File: config.mk
export PLATFORM = sky130hd
export DESIGN_NAME = ps2_kbd_tx
export DESIGN_NICKNAME = d
export VERILOG_FILES = /design/src/rtl/ps2_kbd_tx.sv
export SDC_FILE = /design/constraint.sdc
export NUM_CORES = 1
export LEC_CHECK = 0
export ABC_CLOCK_PERIOD_IN_PS = 4300
export CORE_MARGIN = 1
export CORE_UTILIZATION = 40
export DETAILED_ROUTE_END_ITERATION = 6
export PLACE_DENSITY_LB_ADDON = 0.08
export SYNTH_ARGS = -nofsm -noshare
export SYNTH_HDL_FRONTEND = slang
export SYNTH_SLANG_ARGS = --single-unit
File: constraint.sdc
create_clock -name clk -period 4.3 [get_ports clk]
set_input_delay 0.86 -clock clk [delete_from_list [all_inputs] [get_ports clk]]
set_output_delay 0.86 -clock clk [all_outputs]
set_load 0.005 [all_outputs]
File: src/rtl/ps2_kbd_tx.sv
// ps2_kbd_tx
// Device-side (keyboard) PS/2 transmitter. Scancode bytes are queued in a
// small FIFO and sent as 11-bit frames (start, 8 data LSB first, odd
// parity, stop). The block generates the PS/2 clock itself.
//
// Handshake: tx_wr is a single-cycle strobe. A byte is accepted on a rising
// clk edge where tx_wr=1 and tx_full=0. A strobe while tx_full=1 drops the
// byte and raises overflow for exactly one cycle after that edge. There is
// no back-pressure beyond tx_full, so the writer must check it first.
//
// Transmission is device-to-host only. The block does not support host
// commands or clock inhibit. The FSM state is held in the enum 'state' so
// checkers can bind to it.

module ps2_kbd_tx #(
   parameter int CLK_DIV    = 2000,  // clk cycles per ps2Clk half-period, >= 2
   parameter int FIFO_AW    = 3,     // FIFO depth = 2**FIFO_AW bytes
   parameter int GAP_HALVES = 2      // idle half-periods between frames, >= 1
) (
   input  logic       clk,
   input  logic       N_RESET,
   input  logic [7:0] tx_data,
   input  logic       tx_wr,
   output logic       tx_full,
   output logic       tx_busy,
   output logic       overflow,
   output logic       ps2Clk,
   output logic       ps2Data
);

   localparam int DEPTH = 1 << FIFO_AW;
   localparam int DIV_W = $clog2(GAP_HALVES * CLK_DIV + 1);

   localparam logic [DIV_W-1:0]   DIV_ONE   = DIV_W'(1);
   localparam logic [DIV_W-1:0]   HALF_LAST = DIV_W'(CLK_DIV - 1);
   localparam logic [DIV_W-1:0]   GAP_LAST  = DIV_W'(GAP_HALVES * CLK_DIV - 1);
   localparam logic [FIFO_AW:0]   FULL_CNT  = (FIFO_AW + 1)'(DEPTH);
   localparam logic [FIFO_AW:0]   CNT_ONE   = (FIFO_AW + 1)'(1);
   localparam logic [FIFO_AW-1:0] PTR_ONE   = FIFO_AW'(1);
   localparam logic [3:0]         LAST_BIT  = 4'd10;

   typedef enum logic [2:0] {
      ST_IDLE = 3'd0,   // link idle, waiting for a queued byte
      ST_LOAD = 3'd1,   // pop the byte and build the frame
      ST_HIGH = 3'd2,   // ps2Clk high, data bit presented
      ST_LOW  = 3'd3,   // ps2Clk low, host samples the data bit
      ST_GAP  = 3'd4    // inter-frame idle time with the clock high
   } state_t;

   state_t            state;
   logic [DIV_W-1:0]  div_cnt;
   logic [3:0]        bit_cnt;
   logic [10:0]       shreg;

   // FIFO storage and bookkeeping
   logic [7:0]         fifo_mem [DEPTH];
   logic [FIFO_AW-1:0] wr_ptr;
   logic [FIFO_AW-1:0] rd_ptr;
   logic [FIFO_AW:0]   fifo_cnt;
   logic               fifo_push;
   logic               fifo_pop;
   logic [7:0]         pop_byte;

   // tx_full is derived from the pre-edge count. A write in the same cycle
   // as a pop on a full FIFO is still dropped.
   assign tx_full   = (fifo_cnt == FULL_CNT);
   assign tx_busy   = (state != ST_IDLE) || (fifo_cnt != '0);
   assign fifo_push = tx_wr & ~tx_full;
   assign fifo_pop  = (state == ST_LOAD);
   assign pop_byte  = fifo_mem[rd_ptr];

   // FIFO data array: written on an accepted strobe. No reset is needed
   // because the read side only looks at entries counted in fifo_cnt.
   always_ff @(posedge clk) begin
      if (fifo_push) begin
         fifo_mem[wr_ptr] <= tx_data;
      end
   end

   // FIFO pointers and occupancy. The pointers wrap naturally at the depth.
   always_ff @(posedge clk) begin
      if (!N_RESET) begin
         wr_ptr   <= '0;
         rd_ptr   <= '0;
         fifo_cnt <= '0;
      end else begin
         if (fifo_push) begin
            wr_ptr <= wr_ptr + PTR_ONE;
         end
         if (fifo_pop) begin
            rd_ptr <= rd_ptr + PTR_ONE;
         end
         case ({fifo_push, fifo_pop})
            2'b10:   fifo_cnt <= fifo_cnt + CNT_ONE;
            2'b01:   fifo_cnt <= fifo_cnt - CNT_ONE;
            default: fifo_cnt <= fifo_cnt;
         endcase
      end
   end

   // Overflow pulse: a strobe that arrived while the FIFO was full.
   always_ff @(posedge clk) begin
      if (!N_RESET) begin
         overflow <= 1'b0;
      end else begin
         overflow <= tx_wr & tx_full;
      end
   end

   // Frame sequencer. ps2Clk and ps2Data are registered here.
   // Data only moves while ps2Clk is high and steady:
   //  - The start bit is driven on entry to the first HIGH phase. The clock
   //    is already high coming out of IDLE.
   //  - Later bits are driven in the first cycle after ps2Clk has risen.
   //    Data therefore never changes in the same cycle as a clock edge.
   always_ff @(posedge clk) begin
      if (!N_RESET) begin
         state   <= ST_IDLE;
         div_cnt <= '0;
         bit_cnt <= '0;
         shreg   <= '1;
         ps2Clk  <= 1'b1;
         ps2Data <= 1'b1;
      end else begin
         case (state)
            ST_IDLE: begin
               ps2Clk  <= 1'b1;
               ps2Data <= 1'b1;
               div_cnt <= '0;
               if (fifo_cnt != '0) begin
                  state <= ST_LOAD;
               end
            end

            ST_LOAD: begin
               // Frame layout, bit 0 first: start, d[0..7], odd parity, stop.
               shreg   <= {1'b1, ~^pop_byte, pop_byte, 1'b0};
               bit_cnt <= '0;
               div_cnt <= '0;
               ps2Data <= 1'b0;          // start bit, same value as new shreg[0]
               state   <= ST_HIGH;
            end

            ST_HIGH: begin
               ps2Data <= shreg[0];
               if (div_cnt == HALF_LAST) begin
                  div_cnt <= '0;
                  ps2Clk  <= 1'b0;
                  state   <= ST_LOW;
               end else begin
                  div_cnt <= div_cnt + DIV_ONE;
               end
            end

            ST_LOW: begin
               if (div_cnt == HALF_LAST) begin
                  div_cnt <= '0;
                  ps2Clk  <= 1'b1;
                  if (bit_cnt == LAST_BIT) begin
                     // The stop bit is already 1, so ps2Data does not move.
                     ps2Data <= 1'b1;
                     state   <= ST_GAP;
                  end else begin
                     shreg   <= {1'b1, shreg[10:1]};
                     bit_cnt <= bit_cnt + 4'd1;
                     state   <= ST_HIGH;
                  end
               end else begin
                  div_cnt <= div_cnt + DIV_ONE;
               end
            end

            ST_GAP: begin
               ps2Clk  <= 1'b1;
               ps2Data <= 1'b1;
               if (div_cnt == GAP_LAST) begin
                  div_cnt <= '0;
                  state   <= ST_IDLE;
               end else begin
                  div_cnt <= div_cnt + DIV_ONE;
               end
            end

            default: begin
               state   <= ST_IDLE;
               div_cnt <= '0;
               ps2Clk  <= 1'b1;
               ps2Data <= 1'b1;
            end
         endcase
      end
   end

endmodule

==> results.md <==
* Status: complete, no violations
* Synth area leader: edfxtp_1
* Tcrit/Tclk final at 0.6399
* Most frequent cells in the layout: 64 x edfxtp_1, 45 x dfxtp_1, 33 x nand2_1
* Layout cell share with drive strength beyond 1 at 0.07568
* Cell total after placement at 494
* CTS Sinks at 109
* Setup WS pre-CTS at 1204 ps
* Endpoints failing setup at 0
* Slowest CP cell: clkdlybuf4s50_1
* WL/cell at 16.05 um
* Commonest non-fill, non-tap cell in the layout: edfxtp_1
* Syn Area/Cell at 13.31 um2
* GRT Total Usage at 0.1519
* Met2 WL post-DR at 4005 um
* Die W at 109.2 um
* Area added between synthesis and finish at 12.67%
* M1 wire length at 3903 um
* Syn Inst Count at 345
* 1st-pass router iterations at 6
* Worst path arrival time at 3010 ps
* Fin Setup TNS at 0 ps
* HPWL after DPL at 5218 um
* Skew final at 6.393 ps
* CTS H-Tree Depth at 3
* Die Ht at 109.2 um
* Crit path kind: input port to flop
* Adder-cell share of the synthesized area at 0.02179
* Worst Path Required at 4560 ps
* Total number of yosys warnings at 0
* Final min period at 2751 ps
* Number of diodes at 0
* Highest metal used: met4
* Async SR Flop Fraction at 0
* Tightest Pin Transition at 864.5 ps
* Peak VDD IR at 287.9 uV
* Max-cap violations at 0
* Pwr Density at 531.3 mW/mm2
* First-pass GRT wire length at 13,140 um
* I/O pins at 16
* Post-CTS Setup Inserts at 0
* Power Total at 2750 uW
* Hold Violations, Final at 0
* Post-synthesis cell type count at 44
* Slew Viols, Final at 0
* #FFs+latches synth at 109
* Final GP Congestion at 0.7469
* Vias at 2,607
* Number of synthesized flops with an enable pin at 64
* Largest family of logic cells by synthesized area: multiplexers
* Remaining DRCs at 0
* Placeable core area at 0.01103 mm2
* WL met3 at 178 um
* Skew-Pair Late Insertion Delay at 340 ps
* Util after Layout at 0.4691
* Ys flop type: edfxtp_1
* Inserted Clock Buffers at 9
* Simple-gate share of the synthesized area at 0.1084
* Post-DRT Antenna Nets at 0
* Slew HR at 0.4229
* CP endpoint kind: flop
* Hold_buf cts at 0
* Clock transition at path regs at 70 ps
* Max FO, Critical Path at 7
* CP Launch Type: input port
* Initial antenna violation count at 0
* Layout Cells excl Fill at 510
* CTS tree: built
* Seq/Total Area, Yosys at 0.6145
* Net count after synthesis at 364
* XOR/XNOR share of the synthesized area at 0.04740
* Crit-path cells: clkdlybuf4s50_1 -> and2_1 -> inv_1 -> ha_1 -> xor2_1 -> ha_1 -> a21oi_1 -> xor2_1 -> or3_1 -> a21oi_1
* Resized cells post-CTS at 0
* Initial Utilization at 0.4164
* Die area at 0.01192 mm2
* Synth top area cells: edfxtp_1 42%, dfxtp_1 20%, mux4_1 9.2%
* Fmax at 363.4 MHz
* Final WL at 8184 um
* Layout net count at 384
* Top-area cell type share of the netlist area at 0.4184
* Max stage delay on crit path at 460 ps
* Synth Area in Compound Gates at 0.06265
* Static leakage at 0.001811 uW
* Routed vias/inst at 5.112
* Pin count of the biggest net entering global routing at 24
* Worst min-delay path category: flop to flop
* Num rows at 38
* Clock root buffer: clkbuf_16
* RSZ-0062 raised after global routing: false
* Multiplexer share of the synthesized area at 0.1133
* CTS max path bufs at 2
* Vias in the first global route at 2,519
* Final WS setup at 1549 ps
* Post-Syn Area at 0.004593 mm2
* DR iter-0 viols at 121
* IO buf count at 15
* GRT Residual Overflow at 0
==> cell usage after synthesis (2+ instances only) <==
| cell | count |
|---|---|
| or3_1 | 5 |
| nand3_1 | 6 |
| o21ai_0 | 15 |
| nand2_1 | 33 |
| buf_6 | 2 |
| clkbuf_1 | 10 |
| inv_1 | 11 |
| nor2_1 | 31 |
| mux2i_1 | 10 |
| a31oi_1 | 5 |
| ha_1 | 8 |
| dfxtp_1 | 45 |
| o211ai_1 | 10 |
| and3_1 | 5 |
| edfxtp_1 | 64 |
| nand2b_1 | 3 |
| a21oi_1 | 8 |
| and2_1 | 3 |
| xnor2_1 | 12 |
| mux4_1 | 16 |
| nor2b_1 | 3 |
| xor2_1 | 11 |
| nor3_1 | 8 |
==> report_power, final <==
part / leakage (uW) / switching, uW / internal, uW
combinational: 0.000722 / 311 / 333
clock: 0.000141 / 387 / 405
sequential: 0.000948 / 101 / 1210
==> sequential cells by signal, summed over array words and instances (netlist names), named ones only <==
| register | flops |
|---|---|
| fifo_mem | 64 |
| div_cnt | 12 |
| shreg | 10 |
| bit_cnt | 4 |
| fifo_cnt | 4 |
| rd_ptr | 3 |
| state | 3 |
| wr_ptr | 3 |
| overflow | 1 |
| ps2Clk | 1 |
| ps2Data | 1 |
==> cells by family (layout without fill, tap and decap cells) <==
family,count (synthesis),in the layout
DFF,109,109
and+or+nand+nor,105,105
AOI/OAI and AO/OA,46,46
buffers and inverters,27,52
muxes,26,26
xor gates and xnor gates,24,24
adders and majority gates,8,8
==> per-stage QoR <==
step | cell area (um2) | hold WS, ps
after global routing | 5175 | 475.2
final | 5175 | 448.0
after floorplan | 4593 | 413.0
after CTS | 5175 | 448.3
after detailed placement | 4892 | 434.4
after global placement | 4892 | 425.3
==> path summary, 6_finish.rpt <==
kind	startpoint	to	slack, ps	cells after the start
hold / removal	div_cnt[0]	div_cnt[0]	450	1
hold reg to reg	div_cnt[0]	div_cnt[0]	450	1
setup / recovery	tx_wr	fifo_cnt[2]	1550	10
setup reg to reg	flop	shreg[9]	1700	6
==> layout make-up <==
cell class	instances	area, um2
clock inverters	6	53.80
fillers	992	5856
inverters	12	45.04
clock buffers	10	229.0
well taps	140	175.2
repair buffers	24	217.7
multi-input cells	209	1632
flip-flops and latches	109	2823
==> routing by layer <==
| metal | vias up | GRT usage |
|---|---|---|
| met5 | - | 0 |
| met4 | 0 | 0.04633 |
| met3 | 9 | 0.03586 |
| met2 | 29 | 0.2516 |
| met1 | 1254 | 0.1967 |
| li1 | 1315 | - |
==> worst max-delay path: cells and delay by family <==
family	cells	cell delay, ps
fa+ha+maj	2	480
compound gates	2	270
simple gates	2	530
buf+inv	2	620
xor+xnor	2	250
No activity file was read; power rests on OpenSTA's default activity.
